$ cat src/rtl/spi_frame_rx_if.sv
// Bus bundle between the SPI frame receiver and its neighbours: the SPI pins
// on one side and the decoded strobes/fields plus read data on the other.
interface spi_frame_rx_if;
    logic        spi_sclk;
    logic        spi_cs_n;
    logic        spi_mosi;
    logic        spi_miso;
    logic [15:0] rdata;
    logic        status_ready;
    logic [3:0]  status;
    logic        address_ready;
    logic [19:0] addr;
    logic        data_ready;
    logic [15:0] wdata;
    logic        miso_start;
    logic        rdata_read;
    logic        cs_n_o;

    modport slave (
        input  spi_sclk, spi_cs_n, spi_mosi, rdata,
        output spi_miso, status_ready, status, address_ready, addr,
               data_ready, wdata, miso_start, rdata_read, cs_n_o
    );

    modport master (
        output spi_sclk, spi_cs_n, spi_mosi, rdata,
        input  spi_miso, status_ready, status, address_ready, addr,
               data_ready, wdata, miso_start, rdata_read, cs_n_o
    );
endinterface

$ cat src/rtl/spi_frame_rx.sv
// SPI mode-0 slave front end, oversampled in the clk domain. Decodes a
// 4-bit status + 20-bit address header, then either collects 16-bit write
// words or shifts out 16-bit read words after RD_DUMMY_BITS dummy clocks.
module spi_frame_rx #(
    parameter int unsigned RD_DUMMY_BITS = 8
) (
    input  logic         clk,
    input  logic         reset,
    spi_frame_rx_if.slave bus
);

    typedef enum logic [2:0] {
        IDLE, STATUS, ADDR, WR_DATA, RD_DUMMY, RD_DATA, DONE
    } state_t;

    localparam logic [4:0] DUMMY_LAST = 5'(RD_DUMMY_BITS - 1);

    logic [2:0]  sclk_sync;
    logic [1:0]  mosi_sync;
    logic        cs_meta;
    logic        sclk_rise;
    logic        sclk_fall;
    logic        mosi_bit;

    state_t      state;
    logic [4:0]  cnt;
    logic [18:0] shreg;
    logic [19:0] shifted;
    logic [15:0] tx;
    logic        loaded;
    logic        armed;

    assign sclk_rise = sclk_sync[1] & ~sclk_sync[2];
    assign sclk_fall = ~sclk_sync[1] & sclk_sync[2];
    assign mosi_bit  = mosi_sync[1];
    assign shifted   = {shreg, mosi_bit};

    // First cs_n stage is left out of reset so that right after reset it
    // already holds the real pin level; this keeps a frame still in progress
    // from being mistaken for a fresh one.
    always_ff @(posedge clk) begin
        cs_meta <= bus.spi_cs_n;
    end

    // Pin synchronisers; cs_n_o is the second chip-select stage.
    always_ff @(posedge clk) begin
        if (reset) begin
            sclk_sync  <= '0;
            mosi_sync  <= '0;
            bus.cs_n_o <= 1'b1;
        end else begin
            sclk_sync  <= {sclk_sync[1:0], bus.spi_sclk};
            mosi_sync  <= {mosi_sync[0], bus.spi_mosi};
            bus.cs_n_o <= cs_meta;
        end
    end

    // Frame FSM: shifts fields on sclk rises, drives MISO on falls, emits strobes.
    always_ff @(posedge clk) begin
        if (reset) begin
            state             <= IDLE;
            cnt               <= '0;
            shreg             <= '0;
            tx                <= '0;
            loaded            <= 1'b0;
            armed             <= 1'b0;
            bus.spi_miso      <= 1'b0;
            bus.status_ready  <= 1'b0;
            bus.status        <= '0;
            bus.address_ready <= 1'b0;
            bus.addr          <= '0;
            bus.data_ready    <= 1'b0;
            bus.wdata         <= '0;
            bus.miso_start    <= 1'b0;
            bus.rdata_read    <= 1'b0;
        end else begin
            bus.status_ready  <= 1'b0;
            bus.address_ready <= 1'b0;
            bus.data_ready    <= 1'b0;
            bus.miso_start    <= 1'b0;
            bus.rdata_read    <= 1'b0;

            if (bus.cs_n_o) begin
                // Deselect overrides any sclk edge in the same cycle; only a
                // genuinely high chip select (both stages) re-arms after reset.
                state        <= IDLE;
                cnt          <= '0;
                shreg        <= '0;
                loaded       <= 1'b0;
                bus.spi_miso <= 1'b0;
                if (cs_meta) armed <= 1'b1;
            end else begin
                if (state != RD_DATA) bus.spi_miso <= 1'b0;
                case (state)
                    IDLE: begin
                        if (armed) begin
                            state <= STATUS;
                            cnt   <= '0;
                            shreg <= '0;
                        end
                    end
                    STATUS: begin
                        if (sclk_rise) begin
                            if (cnt == 5'd3) begin
                                bus.status       <= shifted[3:0];
                                bus.status_ready <= 1'b1;
                                cnt              <= '0;
                                shreg            <= '0;
                                state            <= ADDR;
                            end else begin
                                shreg <= shifted[18:0];
                                cnt   <= cnt + 5'd1;
                            end
                        end
                    end
                    ADDR: begin
                        if (sclk_rise) begin
                            if (cnt == 5'd19) begin
                                bus.addr          <= shifted;
                                bus.address_ready <= 1'b1;
                                cnt               <= '0;
                                shreg             <= '0;
                                state             <= bus.status[2] ? WR_DATA : RD_DUMMY;
                            end else begin
                                shreg <= shifted[18:0];
                                cnt   <= cnt + 5'd1;
                            end
                        end
                    end
                    WR_DATA: begin
                        if (sclk_rise) begin
                            if (cnt == 5'd15) begin
                                bus.wdata      <= shifted[15:0];
                                bus.data_ready <= 1'b1;
                                cnt            <= '0;
                                shreg          <= '0;
                                state          <= bus.status[1] ? WR_DATA : DONE;
                            end else begin
                                shreg <= shifted[18:0];
                                cnt   <= cnt + 5'd1;
                            end
                        end
                    end
                    RD_DUMMY: begin
                        if (sclk_rise) begin
                            if (cnt == DUMMY_LAST) begin
                                bus.miso_start <= 1'b1;
                                cnt            <= '0;
                                loaded         <= 1'b0;
                                state          <= RD_DATA;
                            end else begin
                                cnt <= cnt + 5'd1;
                            end
                        end
                    end
                    RD_DATA: begin
                        if (sclk_fall) begin
                            if (!loaded) begin
                                bus.spi_miso <= bus.rdata[15];
                                tx           <= {bus.rdata[14:0], 1'b0};
                                loaded       <= 1'b1;
                            end else begin
                                bus.spi_miso <= tx[15];
                                tx           <= {tx[14:0], 1'b0};
                            end
                        end
                        if (sclk_rise) begin
                            if (cnt == 5'd15) begin
                                bus.rdata_read <= 1'b1;
                                cnt            <= '0;
                                loaded         <= 1'b0;
                                state          <= bus.status[1] ? RD_DUMMY : DONE;
                            end else begin
                                cnt <= cnt + 5'd1;
                            end
                        end
                    end
                    DONE: begin
                        cnt <= '0;
                    end
                    default: state <= IDLE;
                endcase
            end
        end
    end

endmodule
$ cat src/flat_wrapper.sv
// flat-port wrapper written by rule: the top's interface ports become plain ports
module spi_frame_rx_flat 
#(
    parameter int unsigned RD_DUMMY_BITS = 8
)
  (clk, reset, bus_spi_sclk, bus_spi_cs_n, bus_spi_mosi, bus_rdata, bus_spi_miso, bus_status_ready, bus_status, bus_address_ready, bus_addr, bus_data_ready, bus_wdata, bus_miso_start, bus_rdata_read, bus_cs_n_o);
  spi_frame_rx_if bus_i ();
  input  logic clk;
  input  logic reset;
  input wire logic [$bits(bus_i.spi_sclk)-1:0] bus_spi_sclk;
  input wire logic [$bits(bus_i.spi_cs_n)-1:0] bus_spi_cs_n;
  input wire logic [$bits(bus_i.spi_mosi)-1:0] bus_spi_mosi;
  input wire logic [$bits(bus_i.rdata)-1:0] bus_rdata;
  output wire logic [$bits(bus_i.spi_miso)-1:0] bus_spi_miso;
  output wire logic [$bits(bus_i.status_ready)-1:0] bus_status_ready;
  output wire logic [$bits(bus_i.status)-1:0] bus_status;
  output wire logic [$bits(bus_i.address_ready)-1:0] bus_address_ready;
  output wire logic [$bits(bus_i.addr)-1:0] bus_addr;
  output wire logic [$bits(bus_i.data_ready)-1:0] bus_data_ready;
  output wire logic [$bits(bus_i.wdata)-1:0] bus_wdata;
  output wire logic [$bits(bus_i.miso_start)-1:0] bus_miso_start;
  output wire logic [$bits(bus_i.rdata_read)-1:0] bus_rdata_read;
  output wire logic [$bits(bus_i.cs_n_o)-1:0] bus_cs_n_o;
  assign bus_i.spi_sclk = bus_spi_sclk;
  assign bus_i.spi_cs_n = bus_spi_cs_n;
  assign bus_i.spi_mosi = bus_spi_mosi;
  assign bus_i.rdata = bus_rdata;
  assign bus_spi_miso = bus_i.spi_miso;
  assign bus_status_ready = bus_i.status_ready;
  assign bus_status = bus_i.status;
  assign bus_address_ready = bus_i.address_ready;
  assign bus_addr = bus_i.addr;
  assign bus_data_ready = bus_i.data_ready;
  assign bus_wdata = bus_i.wdata;
  assign bus_miso_start = bus_i.miso_start;
  assign bus_rdata_read = bus_i.rdata_read;
  assign bus_cs_n_o = bus_i.cs_n_o;
  spi_frame_rx #(.RD_DUMMY_BITS(RD_DUMMY_BITS)) u_core (.clk(clk), .reset(reset), .bus(bus_i));
endmodule
$ cat config.mk
export PLATFORM = sky130hd
export DESIGN_NAME = spi_frame_rx_flat
export DESIGN_NICKNAME = d
export VERILOG_FILES = /design/src/rtl/spi_frame_rx_if.sv /design/src/rtl/spi_frame_rx.sv /design/src/flat_wrapper.sv
export SDC_FILE = /design/constraint.sdc
export NUM_CORES = 1
export LEC_CHECK = 0
export CAP_MARGIN = 10
export CORE_UTILIZATION = 50
export CTS_BUF_LIST = sky130_fd_sc_hd__clkbuf_4
export CTS_CLUSTER_DIAMETER = 60
export DETAILED_ROUTE_END_ITERATION = 10
export PLACE_DENSITY_LB_ADDON = 0.25
export SKIP_LAST_GASP = 1
export SLEW_MARGIN = 25
export SYNTH_ARGS = -nofsm -noshare
export SYNTH_HDL_FRONTEND = slang
export SYNTH_SLANG_ARGS = --single-unit
export TNS_END_PERCENT = 50
$ cat constraint.sdc
create_clock -name clk -period 6.06 [get_ports clk]
set_input_delay 0.606 -clock clk [delete_from_list [all_inputs] [get_ports clk]]
set_output_delay 0.606 -clock clk [all_outputs]
set_load 0.01 [all_outputs]
* Yosys cells after proc, flatten, opt, wreduce, memory -nomap -nowiden *
Cells that the tools add are included.

operators by class
  reductions and logical operators = 20
  mux-type cells = 49
  equal/unequal tests = 23
  bitwise operators = 12
  add/subtract/negate cells = 1

operators by type and width
  cell                   count
  $mux W19               7
  $pmux W19 S4           1
  $mux W5                9
  $mux W3                13
  $pmux W5 S6            1
  $ne A2 B1 Y1 const B   12
  $pmux W3 S7            1
  $mux W16               1
  $mux W1                14
  $reduce_and A12 Y1     1
  $reduce_and A4 Y1      3
  $reduce_or A4 Y1       3
  $not A1 Y1             10
  $eq A3 B3 Y1 const B   3
  $eq A3 B2 Y1 const B   2
  $reduce_and A3 Y1      2
  $reduce_and A6 Y1      1
  $reduce_bool A6 Y1     1
  $reduce_or A3 Y1       2
  $add A5 B1 Y5 const B  1
  $eq A5 B2 Y1 const B   1
  $eq A5 B3 Y1 const B   1
  $eq A5 B4 Y1 const B   1
  $eq A5 B5 Y1 const B   1
  other kinds (11)       13

storage, ports and cells
  logic and storage cells = 124
  flip-flop bits (word level) = 98

* Depth between registers and ports, before layout *
  depth after elaboration = 6
  gate-level depth with buffers = 9
  mapped depth without buffers = 8

* Worst setup path after synthesis *
Ideal clock, no wire load.

  kind = register -> register
  start = register u_core.cnt[0]
  end = register u_core.shreg[10]
  required time = 5.995 ns
  period minus slack after synthesis = 1.989 ns
  path buffers = 1
  slack = 4.071 ns
  arrival time = 1.924 ns
  cell stages (with the launch flop) = 10
  path through = dfxtp_1 > ha_1 > and3_1 > ha_1 > nand3_1 > nand2_1 > nor3_4 > buf_4 > a22oi_1 > nor2_1

between the ends
  cells in the longest elaborated chain, start to end = 4

RTL lines
  item                                  line                                                           source
  from (decl)                           spi_frame_rx.sv:26                                             logic [4:0] cnt;
  from (signal assigned)                spi_frame_rx.sv:112                                            cnt <= cnt + 5'd1;
  from (signal assigned)                spi_frame_rx.sv:126                                            cnt <= cnt + 5'd1;
  from (signal assigned)                spi_frame_rx.sv:140                                            cnt <= cnt + 5'd1;
  $eq A5 B4 Y1 (tied with other cells)  spi_frame_rx.sv:132                                            if (cnt == 5'd15) begin
  $mux W19 (on tied branches)           spi_frame_rx.sv:132, spi_frame_rx.sv:104, spi_frame_rx.sv:118
  $mux W19 (on tied branches)           spi_frame_rx.sv:131, spi_frame_rx.sv:103, spi_frame_rx.sv:117
  $pmux W19 S4 (*)                      spi_frame_rx.sv:94                                             case (state)
  to (signal assigned)                  spi_frame_rx.sv:111                                            shreg <= shifted[18:0];
  to (signal assigned)                  spi_frame_rx.sv:125                                            shreg <= shifted[18:0];
  to (signal assigned)                  spi_frame_rx.sv:139                                            shreg <= shifted[18:0];
  to (decl)                             spi_frame_rx.sv:27                                             logic [18:0] shreg;

Every way passes the cells marked *; elsewhere a longest branch is shown, timed or not. The select of a mux whose other input is x is not followed.
A chain may end at the register's enable or synchronous reset.

* Final worst setup path *
  start = register u_core.cnt[0]
  end = register u_core.shreg[18]

The elaborated chain is that of the path after synthesis.

==> impl_metrics.toml <==
[sta]
post-route-period-util_pct = 40.5
rsz0062_at_grt = "no"
hold_slack_ns = 0.456
relSlewSlack_pct = 37.8
skew_ns = 0.0279
fmax_ghz = 0.408
final_hold_viol_count = 0
worst_pin_slew_ns = 0.926
finalMaxSlewViolations = 0
post-route-min-period_ns = 2.45
worst_slack_ns = 3.61
tns_ns = 0
setup_violations = 0

[clock_network]
cts_buffers = 9
cts_resized = 0
hold_buffers = 0
htreeDepth = 3
ctsRootBufferMaster = "clkbuf_4"
tritoncts = "yes"
worstSkewPairLatency_ns = 0.45
path_clk_slew_ns = 0.16
clock-sinks = 97
post_cts_buffers = 0
max-clock-path-buffers = 2

[synth]
synth-seq-cells = 97
synthAdderAreaFrac_pct = 1.21
synthFlopType = "dfxtp_1"
syn_avg_cell_area_um2 = 9.46
ys_warn_count = 0
synth_compound_area_share_pct = 17.0
synth_cell_types = 54
async_flop_share_pct = 0
synthCells = 436
synth_area_um2 = 4130
yosysSeqAreaShare_pct = 47.1
yosysTopAreaCell = "dfxtp_1"
synthTopCellsByArea = "dfxtp_1 (47%), mux2i_1 (9.2%), nor2_1 (6.1%)"
synthXorXnorAreaFrac_pct = 0.212
syn-num-nets = 461
synth_edf_count = 0
synthMuxAreaShare_pct = 9.49
synth_top_family_by_area = "simple AND/OR/NAND/NOR gates"
yosysTopAreaCellShare_pct = 47.1
synthSimpleGateAreaFrac_pct = 20.1

[grt]
grt_max_degree = 68
grt_first_pass_wirelength_um = 14600
grt_usage_pct = 21.3
antenna_found_initial = 0
grt_pass1_vias = 3003
overflow = 0

[worst_hold_path]
hold_path_depth = 1
worstHoldStart = "u_core.mosi_sync[0]"
hp-class = "reg2reg"
hold_end = "u_core.mosi_sync[1]"

[floorplanning]
num_io_pins = 68
die_h_um = 92.8
start_util_pct = 52.6
core_region_area_um2 = 7850
placementRows = 32
die_area_um2 = 8620
die_w_um = 92.8

[finish]
fin_util_pct = 62.7
n_antenna_cell = 0
area_growth_pct = 19.2
finish.net_count = 512
drive_above_1_share_pct = 9.96

[status]
outcome = "complete, no violations"

[routing]
drc = 0
first_pass_iters = 4
drtIter0Drc = 139
vias_per_cell = 5.43
ant_nets = 0
wl_per_cell_um = 14.9
wirelength_um = 8840
dr_total_vias = 3225

[placement]
dp_hpwl_um = 5700
gp_congestion = 0.852
preCtsSetupSlack_ns = 3.62
port_buffers = 67

[critical_path]
timing.rr.start = "u_core.cnt[0]"
reg2reg_to = "u_core.shreg[18]"
cp_max_fo = 19
worstRegToRegCells = 8
cp-start-kind = "flip-flop"
critPathMaxStageDelay_ns = 0.59
slowest_stage = "nor3_4"
crit_required_ns = 6.43
critPathKind = "reg2reg"
rrSetupSlack_ns = 3.61
arrival_ns = 2.82
worst_setup_path_end_kind = "flip-flop"
critical_path.cell_chain = "ha_1 -> and3_1 -> ha_1 -> nand3_1 -> nand2_1 -> nor3_4 -> a22oi_1 -> nor2_1"
cpMostUsedCell = "ha_1"

[job]
maxCapViolCount = 0

[power_and_ir_drop]
worst_ir_drop_vdd_mv = 0.137
power.density_nw_per_um2 = 214
power.leakage_nw = 1.75
==> through the flow <==
| stage | instance area, um^2 | std cells | total power, mW |
|---|---|---|---|
| 6_report | 4920 | 594 | 1.05 |
| 3_5_place_dp | 4780 | 578 | 0.715 |
| 5_1_grt | 4920 | 594 | 1.09 |
| 4_1_cts | 4920 | 594 | 1.06 |
| 3_3_place_gp | 4770 | 577 | 0.714 |
| 2_1_floorplan | 4130 | 436 | 0.697 |
==> worst max path at each step <==
stage               startpoint                   to  slack [ns]
2_1_floorplan    u_core.cnt[0]     u_core.shreg[10]        4.07
3_3_place_gp   u_core.state[2]         u_core.tx[1]        3.55
3_5_place_dp     u_core.cnt[0]  u_core.bus.wdata[6]        3.62
4_1_cts          u_core.cnt[0]  u_core.bus.wdata[6]        3.58
5_1_grt          u_core.cnt[0]     u_core.shreg[18]        3.33
6_report         u_core.cnt[0]     u_core.shreg[18]        3.61
==> cells in the mapped netlist (3+ instances only) <==
cell type  instances
clkbuf_1          12
a211oi_1           3
nor2_1            67
a211oi_2          14
nor2b_1            9
dfxtp_1           97
nor4_1             3
nand4_1            5
nor3_1             8
buf_2              9
a21oi_1           25
buf_4              5
inv_1              6
o21ai_0            6
nand2b_1           4
mux2i_1           38
a22oi_1           21
ha_1               4
nand2_1           45
buf_6              3
nand3_1            9
==> flip-flops by register name, summed over array words and instances, names as in the netlist, 2 cells and up <==
register	count
u_core.shreg	19
u_core.tx	15
u_core.bus.status	4
u_core.state	3
u_core.bus.wdata	16
u_core.bus.addr	20
u_core.sclk_sync	3
u_core.cnt	5
u_core.mosi_sync	2
==> metal layers <==
metal  vias to the layer above  track usage [%]  share of wire, %
li1                       1633                -                 -
met1                      1520             27.3                46
met2                        68             34.9                48
met3                         4             6.16               5.5
met4                         0             5.64              0.52
met5                         -                0                 0
==> logic make-up after synthesis <==
logic type      count (synthesis)
compound gates                 89
xor+xnor                        1
fa+ha+maj                       4
buf+inv                        37
flops                          97
mux                            39
simple gates                  169
==> placed cells by master (no fill, tap or decap), types with 4 or more instances in the layout <==
cell type | netlist | layout
nor2b_1 | 9 | 9
nand2_1 | 45 | 45
a21oi_1 | 25 | 25
a211oi_2 | 14 | 14
clkbuf_4 | 0 | 10
o21ai_0 | 6 | 6
inv_1 | 6 | 6
nand2b_1 | 4 | 4
mux2i_1 | 38 | 38
nor2_1 | 67 | 67
nand3_1 | 9 | 9
nor3_1 | 8 | 8
clkdlybuf4s50_1 | 0 | 66
dfxtp_1 | 97 | 97
ha_1 | 4 | 4
a22oi_1 | 21 | 21
nand4_1 | 5 | 5
==> cell type report <==
cell class                      count  area, um^2
Clock buffer                       10        75.1
Clock inverter                      6        63.8
Fill cell                         689        2930
Inverter                            6        22.5
Multi-Input combinational cell    302        1990
Sequential cell                    97        1940
Tap cell                          102         128
Timing Repair Buffer               71         699
==> where the power goes <==
part	leakage, nW	switching [mW]	total (mW)	internal (mW)
clock network	0.0765	0.217	0.349	0.132
registers	0.783	0.00409	0.645	0.641
logic	0.894	0.0322	0.0561	0.0239
total	1.75	0.253	1.05	0.797
==> critical path: cells and delay by family (launching register included) <==
family	cells	cell delay, ns
simple gates	5	1.31
flops	1	0.37
compound gates	1	0.16
fa+ha+maj	2	0.53
(Power assumes the default switching activity.)
